## src/rtl/mem_arbiter_pkg.sv

```systemverilog
// Shared types for the fetch/data BRAM arbiter.
// Holds FSM states, response owners and mask constants.
package mem_arbiter_pkg;

  typedef enum logic {
    CLEAR,
    RUN
  } state_t;

  typedef enum logic [1:0] {
    NONE,
    FETCH,
    DATA
  } owner_t;

  localparam logic [3:0] BYTE_MASK_ALL = 4'hF;

endpackage

```

## src/rtl/arb_rr2.sv

```systemverilog
// Two-requester round-robin arbiter.
// Requester a is fetch, requester b is data load.
module arb_rr2 (
  input  logic clock,
  input  logic reset,
  input  logic req_a,
  input  logic req_b,
  input  logic update,
  output logic grant_a,
  output logic grant_b
);

  // 1 = requester a won the most recent contention
  logic last_a;

  assign grant_a = req_a & (!req_b | !last_a);
  assign grant_b = req_b & (!req_a | last_a);

  // remember the winner only when both contended
  always_ff @(posedge clock or posedge reset) begin
    if (reset) begin
      last_a <= 1'b0;
    end else if (update) begin
      last_a <= grant_a;
    end
  end

endmodule

```

## src/rtl/mem_arbiter.sv

```systemverilog
// Shares one simple-dual-port BRAM between fetch and data ports.
// Optional zero-clear walk runs before any request is granted.
module mem_arbiter
  import mem_arbiter_pkg::*;
#(
  parameter int ADDR_WIDTH     = 10,
  parameter int DATA_WIDTH     = 32,
  parameter int CLEAR_ON_RESET = 0
) (
  input  logic                  clock,
  input  logic                  reset,
  output logic                  init_done,
  input  logic                  i_req_valid,
  output logic                  i_req_ready,
  input  logic [ADDR_WIDTH-1:0] i_req_addr,
  output logic                  i_rsp_valid,
  output logic [DATA_WIDTH-1:0] i_rsp_data,
  input  logic                  d_req_valid,
  output logic                  d_req_ready,
  input  logic                  d_req_write,
  input  logic [ADDR_WIDTH-1:0] d_req_addr,
  input  logic [DATA_WIDTH-1:0] d_req_wdata,
  input  logic [3:0]            d_req_mask,
  output logic                  d_rsp_valid,
  output logic [DATA_WIDTH-1:0] d_rsp_data,
  output logic                  mem_write_enable,
  output logic                  mem_read_enable,
  output logic [3:0]            mem_mask_write,
  output logic [ADDR_WIDTH-1:0] mem_addr_write,
  output logic [ADDR_WIDTH-1:0] mem_addr_read,
  output logic [DATA_WIDTH-1:0] mem_data_in,
  input  logic [DATA_WIDTH-1:0] mem_data_out
);

  state_t                state;
  owner_t                rsp_owner;
  logic [ADDR_WIDTH-1:0] clr_addr;

  logic run;
  logic store;
  logic load;
  logic hazard;
  logic fetch_req;
  logic grant_fetch;
  logic grant_data;

  assign run   = (state == RUN);
  assign store = run & d_req_valid & d_req_write;
  assign load  = run & d_req_valid & !d_req_write;

  // a fetch colliding with a same-cycle store waits one cycle
  // so it reads the freshly written word
  assign hazard    = store & (i_req_addr == d_req_addr);
  assign fetch_req = run & i_req_valid & !hazard;

  arb_rr2 u_arb (
    .clock   (clock),
    .reset   (reset),
    .req_a   (fetch_req),
    .req_b   (load),
    .update  (fetch_req & load),
    .grant_a (grant_fetch),
    .grant_b (grant_data)
  );

  assign init_done   = run;
  assign i_req_ready = grant_fetch;
  assign d_req_ready = store | grant_data;

  assign mem_read_enable = grant_fetch | grant_data;
  assign mem_addr_read   = grant_fetch ? i_req_addr :
                           grant_data  ? d_req_addr : '0;

  assign i_rsp_valid = (rsp_owner == FETCH);
  assign d_rsp_valid = (rsp_owner == DATA);
  assign i_rsp_data  = mem_data_out;
  assign d_rsp_data  = mem_data_out;

  // write port: clear walk, store, or idle
  always_comb begin
    mem_write_enable = 1'b0;
    mem_mask_write   = 4'h0;
    mem_addr_write   = '0;
    mem_data_in      = '0;
    if (!run) begin
      mem_write_enable = 1'b1;
      mem_mask_write   = BYTE_MASK_ALL;
      mem_addr_write   = clr_addr;
    end else if (store) begin
      mem_write_enable = 1'b1;
      mem_mask_write   = d_req_mask;
      mem_addr_write   = d_req_addr;
      mem_data_in      = d_req_wdata;
    end
  end

  // FSM, clear counter and response owner
  always_ff @(posedge clock or posedge reset) begin
    if (reset) begin
      state     <= (CLEAR_ON_RESET != 0) ? CLEAR : RUN;
      clr_addr  <= '0;
      rsp_owner <= NONE;
    end else begin
      unique case (state)
        CLEAR: begin
          clr_addr  <= clr_addr + 1'b1;
          rsp_owner <= NONE;
          if (&clr_addr) begin
            state <= RUN;
          end
        end
        RUN: begin
          if (grant_fetch) begin
            rsp_owner <= FETCH;
          end else if (grant_data) begin
            rsp_owner <= DATA;
          end else begin
            rsp_owner <= NONE;
          end
        end
        default: begin
          state     <= RUN;
          rsp_owner <= NONE;
        end
      endcase
    end
  end

endmodule

```

## config.mk

```make
export PLATFORM = sky130hd
export DESIGN_NAME = mem_arbiter
export DESIGN_NICKNAME = d
export VERILOG_FILES = /design/src/rtl/mem_arbiter_pkg.sv /design/src/rtl/arb_rr2.sv /design/src/rtl/mem_arbiter.sv
export SDC_FILE = /design/constraint.sdc
export NUM_CORES = 1
export LEC_CHECK = 0
export ABC_CLOCK_PERIOD_IN_PS = 2200
export CAP_MARGIN = 25
export CORE_UTILIZATION = 24
export CTS_CLUSTER_DIAMETER = 120
export DETAILED_ROUTE_END_ITERATION = 8
export MAX_ROUTING_LAYER = met4
export PLACE_DENSITY_LB_ADDON = 0.15
export SLEW_MARGIN = 20
export SYNTH_ARGS = -nofsm -noshare
export SYNTH_HDL_FRONTEND = slang
export SYNTH_HIERARCHICAL = 1
export SYNTH_SLANG_ARGS = --single-unit
```

## constraint.sdc

```tcl
create_clock -name clock -period 2.2 [get_ports clock]
set_clock_uncertainty 0.2 [all_clocks]
set_input_delay 0.33 -clock clock [delete_from_list [all_inputs] [get_ports clock]]
set_output_delay 0.33 -clock clock [all_outputs]
set_load 0.1 [all_outputs]
```

Yosys cells after proc, flatten, opt, wreduce, memory -nomap -nowiden
Cells that the tools add are included.
- flip-flop bits (word level): 14
- latch bits: 0
- RAM bits: 0
- bits in read-only memories: 0
- bits of input ports: 93
- output and inout bits: 127
- logic and storage cells: 43
- memories: 0
- add/sub/neg operators: 1
- $mul: 0
- divide/modulo/power cells: 0
- magnitude comparators: 0
- equal/unequal tests: 3
- shifts and indexed selects: 0
- multiplexer cells: 15
- bitwise gates (word level): 14
- reductions and logical operators: 6
- operators by type and width (cell ; number):
    32-bit 2-to-1 mux ; 2
    10-bit 2-to-1 mux ; 4
    10-bit by 1-bit adder with 10-bit output (second input constant) ; 1
    10-bit equality test ; 1
    10-bit AND reduction ; 1
    1-bit bitwise AND ; 9
    4-bit 2-to-1 mux ; 2
    1-bit logical NOT ; 5
    1-bit 2-to-1 mux ; 4
    2-bit 2-to-1 mux ; 2
    1-bit OR ; 4
    2-bit one-hot mux with 2 select lines ; 1
    2-bit by 1-bit equality test with 1-bit output (second input constant) ; 1
    2-bit equality test (second input constant) ; 1
    1-bit inverter ; 1

Longest topological paths before layout
Gate-level depths: netlist (run 1).
- depth after elaboration: 11
- depth in mapped cells: 8
- mapped depth without buffers: 6

Cells and area by module
The synthesis (run 1) kept the hierarchy.
- modules (own cells, without submodules) (module ; instances ; cells an instance ; area an instance (um^2) ; seq. area each (um^2)):
    mem_arbiter ; 1 ; 239 ; 1755.4 ; 326.6
    arb_rr2 ; 1 ; 6 ; 66.3 ; 25.0

Worst setup path after synthesis (run 1)
Ideal clock, no wire load.
- path kind: reg2out
- from: register state, in the netlist init_done
- to: output port mem_addr_read[2]
- arrival time: 4.273 ns
- data required time: 1.670 ns
- path slack: -2.603 ns
- cell stages (with the launch flop): 9
- cells stage by stage: dfstp_2 buf_6 nand3_1 nor4_1 a31oi_1 a21boi_0 clkbuf_1 nand2_1 o21ai_0
- cells in the longest elaborated chain, start to end: 10
- ends and longest elaborated chain (element ; line ; RTL):
    from (decl) ; mem_arbiter.sv:35 ; state_t state;
    from (signal assigned) ; mem_arbiter.sv:100 ; state <= (CLEAR_ON_RESET != 0) ? CLEAR : RUN;
    1-bit bitwise AND (2 in series) ; mem_arbiter.sv:48 ; assign store = run & d_req_valid & d_req_write;
    1-bit bitwise AND ; mem_arbiter.sv:53 ; assign hazard = store & (i_req_addr == d_req_addr);
    1-bit logical NOT ; mem_arbiter.sv:54 ; assign fetch_req = run & i_req_valid & !hazard;
    1-bit bitwise AND * ; mem_arbiter.sv:54 ;
    named net fetch_req ; mem_arbiter.sv:43 ; logic fetch_req;
    1-bit logical NOT * ; arb_rr2.sv:17 ; assign grant_b = req_b & (!req_a | last_a);
    1-bit OR * ; arb_rr2.sv:17 ;
    1-bit bitwise AND * ; arb_rr2.sv:17 ;
    named net grant_data ; mem_arbiter.sv:45 ; logic grant_data;
    10-bit 2-to-1 mux * ; mem_arbiter.sv:72 ; grant_data ? d_req_addr : '0;
    10-bit 2-to-1 mux * ; mem_arbiter.sv:71 ; assign mem_addr_read = grant_fetch ? i_req_addr :
    to (decl) ; mem_arbiter.sv:30 ; output logic [ADDR_WIDTH-1:0] mem_addr_read,
Mark *: on every way through the listed nets, which the timed path passes. The rest lies on a longest branch.

Final worst setup path (run 1)
- from: register state, in the netlist init_done
- to: output port mem_addr_read[6]
- cells in the longest elaborated chain, start to end: 10
- ends and longest elaborated chain (element ; line):
    1-bit bitwise AND (2 in series) ; mem_arbiter.sv:48
    1-bit bitwise AND ; mem_arbiter.sv:53
    1-bit logical NOT ; mem_arbiter.sv:54
    1-bit bitwise AND * ; mem_arbiter.sv:54
    named net fetch_req ; mem_arbiter.sv:43
    1-bit logical NOT ; arb_rr2.sv:17
    1-bit OR ; arb_rr2.sv:17
    1-bit bitwise AND ; arb_rr2.sv:17
    10-bit 2-to-1 mux ; mem_arbiter.sv:72
    10-bit 2-to-1 mux * ; mem_arbiter.sv:71
Marked as above.

==> metrics.cfg, run 1 <==
[power]
peakVddDrop_mv=0.1502
leakage_nw=1.895
p_total_mw=0.6662
pwr_density_cell_nw_per_um2=152.3

[clock_network]
clkLatencyLatePin_ns=0.24
cts_tree=built
numCtsBuffers=3
cts_max_level=1
postCtsHoldBufs=0
clk_pin_slew_ns=0.06
root_buffer=clkbuf_8
cts_sinks=14
clockBufferDepth=2

[logic_synthesis]
synthCells=245
synth_edf_count=0
ys_seq_area_share_pct=19.30
postSynth.asyncResetShare_pct=100.0
syn_avg_cell_area_sq_um=7.436
netlist.area_leader.share_pct=27.20
netlist_area_sq_um=1822
yosysUniqueCellTypes=34
ys.warnings.count=6
synth_top_area_cell=buf_4
syn_nets=339
synth_seq_cells=14
synth_area_leaders=buf_4, dfrtp_1, and2_1, nand2_1, o21ai_0
ys.flop_type=dfrtp_1

[sta]
period_share_pct=121.0
rsz0062_at_grt=true
slew_viol_final=0
tightest_slew_ns=0.4968
slew-limit-headroom_pct=66.84
min_period_ns=2.663
setup-violations-final=59
final-hold-violation-count=0
whs_ns=0.05654
worst_slack_ns=-0.4628
setup_tns_ns=-18.42
max_freq_mhz=375.5

[placement]
io_buffers=123
placedCellCount=417
place_area_sq_um=3786
hpwl_mm=5.830
dp_slack_ns=-0.7173
place.gp.congestion=0.7456

[setup_path]
critPathMaxFanout=8
max_stage_delay_ns=0.64
cp_slowest_cell=dfstp_4
path_cells=nand3_4, nor4_4, a31oi_2, a21boi_4, buf_12, buf_6, o21ai_4, buf_12
r2r_start=init_done$_DFF_PP1_
crit_type=flip-flop to output pin
reg2reg_slack_ns=0.09
required_ns=1.67
startpoint=init_done$_DFF_PP1_
critPathTopFamily=flip-flops
cpMostUsedCell=buf_12
worst_setup_path_end_kind=output pin
critPathLaunchType=flip-flop
cp.arrival_ns=2.13
cp_num_buf_inv=3

[layout]
layout.cells.non_filler=443
final_cell_mix=buf_12, clkdlybuf4s50_1, and2_4
final_cell_area_sq_um=4375
final_common_cell=buf_12
post-route-util_pct=60.00
antenna_cells=0
final_nets=439
drive_gt1_share_pct=61.05
synthToLayoutAreaGrowth_pct=140.2

[floorplanning]
core_region_area_sq_um=7292
dieWidth_um=89.13
num_rows=31
io_pins=220
start_util_pct=24.98
die_height_um=89.13
die-area_sq_um=7943

[status]
violations=setup timing
status=complete, but fails checks

[grt]
grt_antenna_before_repair=0
grt_pass1_vias=1960
grt_max_degree=25
grt_pass1_wl_mm=10.41
grt_util_all_layers_pct=18.33
grt_overflow_total=0

[route]
vias=1915
drtIter0Drc=44
first_pass_iters=4
drt_drc_violations_left=0
routed_wl_mm=7.678
routedWlPerCell_um=17.33
drtAntennaViolNets=0
viasPerCell=4.323

[min_path]
hp-class=input pin to asynchronous set/reset pin

[job]
drv_cap=0

layer usage:
metal  wire length, um  track usage [%]  vias up
li1                  -                -      900
met1              2714            19.80      878
met2              3889            31.44      135
met3              1067            9.049        2
met4                 7            1.732        0
met5                 0                -        -
worst reg2reg max path, cell delays in order (launching register included):
cell and delay, ns:
dfstp_4 0.64, nand3_4 0.08, nor4_4 0.18, a31oi_2 0.14
a21boi_4 0.21, buf_4 0.16, buf_4 0.13, mux2_4 0.25
kinds of logic (layout without fill, tap and decap cells):
| group | count (synthesis) | after routing | synth area share (%) |
|---|---|---|---|
| mux | 2 | 2 | 1.442 |
| flops | 14 | 14 | 19.30 |
| simple gates | 97 | 97 | 29.60 |
| compound gates | 24 | 24 | 7.418 |
| fa+ha+maj | 1 | 1 | 0.6867 |
| buf+inv | 88 | 187 | 32.42 |
| xor+xnor | 19 | 19 | 9.135 |
power by group:
part | internal (mW) | switching (mW) | leakage (nW)
Clock | 0.158 | 0.0873 | 0.0288
Combinational | 0.104 | 0.0590 | 1.69
Sequential | 0.258 | 0 | 0.179
cell usage after synthesis (2+ instances only):
master    number
buf_4         66
nand2_1       42
and2_1        33
o21ai_0       20
dfrtp_1       13
inv_1         13
xor2_1        10
xnor2_1        9
clkbuf_1       4
nor2b_1        3
nor3_1         3
and3_1         2
and3b_1        2
buf_2          2
clkbuf_2       2
nand3_1        2
nor4_1         2
area by class of cell:
cell class	instances	area, sq um
fillers	642	2917
repair buffers	170	2424
multi-input cells	143	1369
flip-flops and latches	14	355.3
well taps	99	123.9
clock buffers	4	55.05
inverters	13	48.80
worst paths after layout:
| check | to | cells past startpoint |
|---|---|---|
| worst min register to register | clr_addr[8]$_DFFE_PP0N_ | 1 |
| worst max register to register | u_arb/last_a$_DFFE_PP0P_ | 7 |
| worst max-delay path | mem_addr_read[6] | 8 |
| worst min-delay path | u_arb/last_a$_DFFE_PP0P_ | 2 |
| max in group asynchronous | init_done$_DFF_PP1_ | 2 |
| min in group clock | clr_addr[8]$_DFFE_PP0N_ | 1 |
state kept, by name, summed over array words and instances (netlist names):
register,count
clr_addr,10
init_done,1
rsp_owner,2
u_arb/last_a,1
what timing repair did:
item | in CTS | in global routing
cloned | 5 | 2
setup buffers | 14 | 4
endpoints found under the setup margin | 60 | 60
pin swaps | 18 | 6
gates resized for setup | 82 | 18
(Power assumes the default switching activity.)
==> inputs of run 2 (changes only) <==
--- a/config.mk
+++ b/config.mk
@@ -7,6 +7,7 @@
 export LEC_CHECK = 0
 export ABC_CLOCK_PERIOD_IN_PS = 2200
 export CAP_MARGIN = 25
+export CORE_MARGIN = 3
 export CORE_UTILIZATION = 24
 export CTS_CLUSTER_DIAMETER = 120
 export DETAILED_ROUTE_END_ITERATION = 8
==> run 2 against run 1 <==
Net effect:
- the flow still finishes with violations (setup timing)
- via count down 0.16%
- first-iteration DRC count decreased by 4.5%
- clock power up 5%
- sequential power is essentially flat
- critical endpoint is now mem_addr_read[9]
- critical path type is now input pin to output pin
- register-to-register slack better by 0.03 ns
==> metrics.cfg, run 2 (synthesized netlist as in run 1, its figures left out) <==
[status]
status=complete, but fails checks
violations=setup timing

[sta]
rsz0062_at_grt=true
period_share_pct=122.3
max_freq_mhz=371.8
min_period_ns=2.690
slew-limit-headroom_pct=66.24
setup-violations-final=59
final-hold-violation-count=0
slew_viol_final=0
tightest_slew_ns=0.5058
whs_ns=0.06019
worst_slack_ns=-0.4898

[route]
vias=1912
routedWlPerCell_um=17.49
drtIter0Drc=42
drt_drc_violations_left=0
routed_wl_mm=7.749
viasPerCell=4.316
drtAntennaViolNets=0
first_pass_iters=4

[layout]
synthToLayoutAreaGrowth_pct=138.3
final_cell_mix=buf_12, clkdlybuf4s50_1, and2_4
final_nets=438
final_cell_area_sq_um=4340
reg_top3=clr_addr x10, rsp_owner x2
top_register=clr_addr
layout.cells.non_filler=443
final_common_cell=buf_12
largest_reg_flops=10
drive_gt1_share_pct=61.22
post-route-util_pct=59.52

[setup_path]
reg2reg_slack_ns=0.12
reg2reg_depth=7
r2r_start=init_done$_DFF_PP1_
critPathMaxFanout=6
worst_r2r_endpoint=rsp_owner[1]$_DFF_PP0_
cp.arrival_ns=2.16
required_ns=1.67
critical_path.endpoint=mem_addr_read[9]
worst_setup_path_end_kind=output pin
startpoint=i_req_addr[8]
crit_type=input pin to output pin
critPathLaunchType=input pin

[clock_network]
cts_tree=built
cts_max_level=1
clk_pin_slew_ns=0.06
postCtsHoldBufs=0
clkLatencyLatePin_ns=0.25
cts_sinks=14
numCtsBuffers=3
root_buffer=clkbuf_8
clockBufferDepth=2

[power]
pwr_density_cell_nw_per_um2=157.0
p_total_mw=0.6814
peakVddDrop_mv=0.1428
leakage_nw=1.875

[floorplanning]
die_height_um=93.13
core_region_area_sq_um=7292
dieWidth_um=93.13
io_pins=220
start_util_pct=24.98
num_rows=31
die-area_sq_um=8672

[placement]
placedCellCount=424
hpwl_mm=6.175
io_buffers=123
place.gp.congestion=0.7897
place_area_sq_um=3850

[grt]
grt_pass1_vias=2005
grt_util_all_layers_pct=17.06
grt_antenna_before_repair=1
grt_overflow_total=0
grt_pass1_wl_mm=11.10
grt_max_degree=14

[min_path]
hp-class=input pin to asynchronous set/reset pin

[job]
drv_cap=0

==> run 2: cell types whose count changed in the layout (fill, tap and decap cells not counted), moves of 2 or more <==
cell | previous run | this run
o21ai_4 | 19 | 15
nand2_2 | 16 | 19
nand2_4 | 12 | 9
o21ai_2 | 1 | 5
clkdlybuf4s15_1 | 0 | 2
buf_12 | 71 | 66
dlygate4sd2_1 | 22 | 18
dlymetal6s2s_1 | 0 | 2
clkbuf_16 | 2 | 6
==> run 2: layout make-up <==
type / count / area (sq um)
well taps: 99 / 123.9
multi-input cells: 143 / 1334
repair buffers: 169 / 2421
diodes: 1 / 2.502
flip-flops and latches: 14 / 355.3
clock buffers: 4 / 55.05
inverters: 13 / 48.80
fillers: 635 / 2952
==> run 2: worst max-delay path: stages <==
cell,delay [ns]
dlygate4sd2_1,0.27
xor2_1,0.15
nor4_1,0.32
buf_4,0.18
a31oi_4,0.08
a21boi_4,0.20
buf_6,0.15
buf_4,0.13
o21ai_4,0.16
buf_12,0.19
==> run 2: worst min path at each step <==
stage	slack, ns	cells past startpoint	start	end
after CTS	0.08	2	reset	u_arb/last_a$_DFFE_PP0P_
after detailed placement	0.29	1	clr_addr[8]$_DFFE_PP0N_	clr_addr[8]$_DFFE_PP0N_
after global routing	0.1	2	reset	u_arb/last_a$_DFFE_PP0P_
after global placement	0.29	1	clr_addr[8]$_DFFE_PP0N_	clr_addr[8]$_DFFE_PP0N_
final	0.06	2	reset	u_arb/last_a$_DFFE_PP0P_
after floorplan	-0.14	1	reset	u_arb/last_a$_DFFE_PP0P_
==> run 2: metal layers <==
layer	up-vias	GRT usage, %	routed length (um)
li1	903	-	-
met1	872	18.90	2717
met4	0	3.053	43
met3	4	7.401	919
met2	133	28.91	4069
met5	-	-	0
==> run 2: where the power goes <==
part           total (mW)  switching (mW)  internal, mW  leakage (nW)
Clock               0.258          0.0994         0.159        0.0288
Sequential          0.257               0         0.257         0.179
Combinational       0.166          0.0598         0.106          1.67
Total               0.681           0.159         0.522          1.88
==> run 2: what timing repair did <==
| action | in CTS | in global routing |
|---|---|---|
| setup endpoints to repair | 60 | 62 |
| setup buffers | 6 | 2 |
| pin swaps | 15 | 4 |
| gates resized for setup | 63 | 33 |
| cloned | 4 | 3 |
==> run 2: stage by stage <==
step | TNS (ns) | worst slack, ns
after floorplan | -19.81 | -0.9646
after global placement | -15.32 | -0.7673
after detailed placement | -15.44 | -0.7818
after CTS | -21.31 | -0.4565
after global routing | -26.91 | -0.5611
final | -23.43 | -0.4898
==> inputs of run 3 (changes only) <==
--- a/config.mk
+++ b/config.mk
@@ -12,7 +12,7 @@
 export CTS_CLUSTER_DIAMETER = 120
 export DETAILED_ROUTE_END_ITERATION = 8
 export MAX_ROUTING_LAYER = met4
-export PLACE_DENSITY_LB_ADDON = 0.15
+export PLACE_DENSITY = 0.88
 export SLEW_MARGIN = 20
 export SYNTH_ARGS = -nofsm -noshare
 export SYNTH_HDL_FRONTEND = slang
==> run 3 against run 2 <==
Net effect:
- non-clock buffer count is 1 higher
- the run still ends with setup timing left
- global-route usage is 2.4 points higher
- first-iteration DRC count is 36% lower
- largest power group is now registers
- fmax is 4.0% lower
- highest routed layer unchanged
- register-to-register slack worse by 0.33 ns
- combinational power hardly changed
- sequential cell count stayed put
==> metrics.cfg, run 3 (synthesized netlist as in run 1, its figures left out) <==
[grt]
grt.busiest_layer=met2
grt_util_all_layers_pct=19.44
grt_max_degree=22
met3_usage_pct=4.907
grt_pass1_wl_mm=12.71
grt_pass1_vias=2280
grt_overflow_total=0
grt_antenna_before_repair=0
grtUsageMet2_pct=37.67
grt_util_met1_pct=19.93

[setup_path]
critPathTopFamily=flip-flops
startpoint=init_done$_DFF_PP1_
worst_setup_path_end_kind=output pin
required_ns=1.67
reg2reg_slack_ns=-0.21
worst_r2r_endpoint=u_arb/last_a$_DFFE_PP0P_
crit_type=flip-flop to output pin
max_stage_delay_ns=0.64
cp_slowest_cell=dfstp_4
reg2reg_depth=10
critPathLaunchType=flip-flop
cp.arrival_ns=2.27
critPathMaxFanout=6
worst-path-stages=9
cpMostUsedCell=buf_6
cp_num_buf_inv=4
r2r_start=init_done$_DFF_PP1_
critical_path.endpoint=mem_addr_read[6]
path_cells=nand3_4, nor4_4, a31oi_2, a21boi_4, buf_6, buf_16, buf_6, o21ai_4, buf_12

[route]
drt_drc_violations_left=0
drtIter0Drc=27
first_pass_iters=4
viasPerCell=4.530
drtAntennaViolNets=0
routedWlPerCell_um=19.88
routed_wl_mm=8.806
vias=2007

[sta]
worst_slack_ns=-0.6017
rsz0062_at_grt=true
tightest_slew_ns=0.4957
final-hold-violation-count=0
setup-violations-final=62
min_period_ns=2.802
slew-limit-headroom_pct=66.91
setup_tns_ns=-24.54
whs_ns=0.07481
slew_viol_final=0
period_share_pct=127.3
max_freq_mhz=356.9

[clock_network]
cts_tree=built
cts_max_level=1
cts_sinks=14
numCtsBuffers=3
clkLatencyLatePin_ns=0.24
clk_pin_slew_ns=0.06
root_buffer=clkbuf_8
clockBufferDepth=2
postCtsHoldBufs=0

[layout]
regArea_sq_um=355.3
multi_input_area_sq_um=1360
final_cell_mix=buf_12, clkdlybuf4s50_1, and2_4
antenna_cells=0
final_common_cell=buf_12
drive_gt1_share_pct=59.59
final_nets=439
post-route-util_pct=58.87
synthToLayoutAreaGrowth_pct=135.6
largest_reg_flops=10
top_register=clr_addr
reg_top3=clr_addr x10, rsp_owner x2
fill_cells=592

[placement]
io_buffers=123
dp_slack_ns=-0.7337
place.gp.congestion=0.7825
hpwl_mm=6.608

[power]
leakage_nw=1.860
power_frac_clock_pct=33.5
peakVddDrop_mv=0.1487
switching_share_pct=23.28
p_int_mw=0.4872
seq_power_share_pct=40.6
p_total_mw=0.6351
comb_power_share_pct=25.9
pwr_density_cell_nw_per_um2=147.9
p_switching_mw=0.1479

[floorplanning]
start_util_pct=24.98
io_pins=220
die-area_sq_um=8672
dieWidth_um=93.13
die_height_um=93.13
core_region_area_sq_um=7292
num_rows=31

[status]
status=complete, but fails checks
violations=setup timing

[min_path]
hp-class=input pin to asynchronous set/reset pin

[job]
drv_cap=0

==> run 3: cell type report <==
class | instances | area share, %
Clock buffer | 4 | 1.049
Inverter | 13 | 1.137
Multi-Input combinational cell | 143 | 31.68
Sequential cell | 14 | 8.277
Tap cell | 99 | 2.885
Timing Repair Buffer | 170 | 54.97
==> run 3: power by group through the flow <==
| stage | Clock (mW) | Sequential, mW | Combinational [mW] |
|---|---|---|---|
| 2_1_floorplan | 0 | 0.262 | 0.566 |
| 3_3_place_gp | 0 | 0.262 | 0.161 |
| 3_5_place_dp | 0 | 0.262 | 0.164 |
| 4_1_cts | 0.217 | 0.258 | 0.160 |
| 5_1_grt | 0.233 | 0.257 | 0.173 |
| 6_report | 0.213 | 0.258 | 0.164 |
==> run 3: worst register-to-register path, stage by stage, from the launching register on <==
cell      delay [ns]
dfstp_4         0.64
nand3_4         0.08
nor4_4          0.21
a31oi_2         0.15
a21boi_4        0.19
buf_6           0.14
buf_4           0.13
buf_6           0.10
buf_6           0.10
buf_6           0.10
mux2_4          0.24
==> run 3: per-stage QoR <==
step,instances,cell area (sq um)
3_3_place_gp,415,3759
3_5_place_dp,415,3759
6_report,443,4293
2_1_floorplan,245,2162
4_1_cts,438,4167
5_1_grt,443,4293
==> run 3: how the worst min path moves through the flow <==
stage / start / to / slack [ns] / cells after the start
5_1_grt: reset / u_arb/last_a$_DFFE_PP0P_ / 0.09 / 2
2_1_floorplan: reset / u_arb/last_a$_DFFE_PP0P_ / -0.14 / 1
4_1_cts: reset / u_arb/last_a$_DFFE_PP0P_ / 0.08 / 2
3_3_place_gp: clr_addr[8]$_DFFE_PP0N_ / clr_addr[8]$_DFFE_PP0N_ / 0.28 / 1
3_5_place_dp: clr_addr[8]$_DFFE_PP0N_ / clr_addr[8]$_DFFE_PP0N_ / 0.30 / 1
6_report: reset / u_arb/last_a$_DFFE_PP0P_ / 0.07 / 2
==> run 3: what timing repair did <==
action                                  4_1_cts  5_1_grt
gates cloned                                  5        1
pin swaps                                     8       14
gates resized for setup                      67       26
endpoints found under the setup margin       59       62
buffers inserted                             14        8
==> run 3: layer usage <==
| metal | part of all wire (%) | wire length, um |
|---|---|---|
| met5 | 0 | 0 |
| met4 | 1.9 | 165 |
| met3 | 7.8 | 690 |
| met2 | 56 | 4942 |
| met1 | 34 | 3006 |
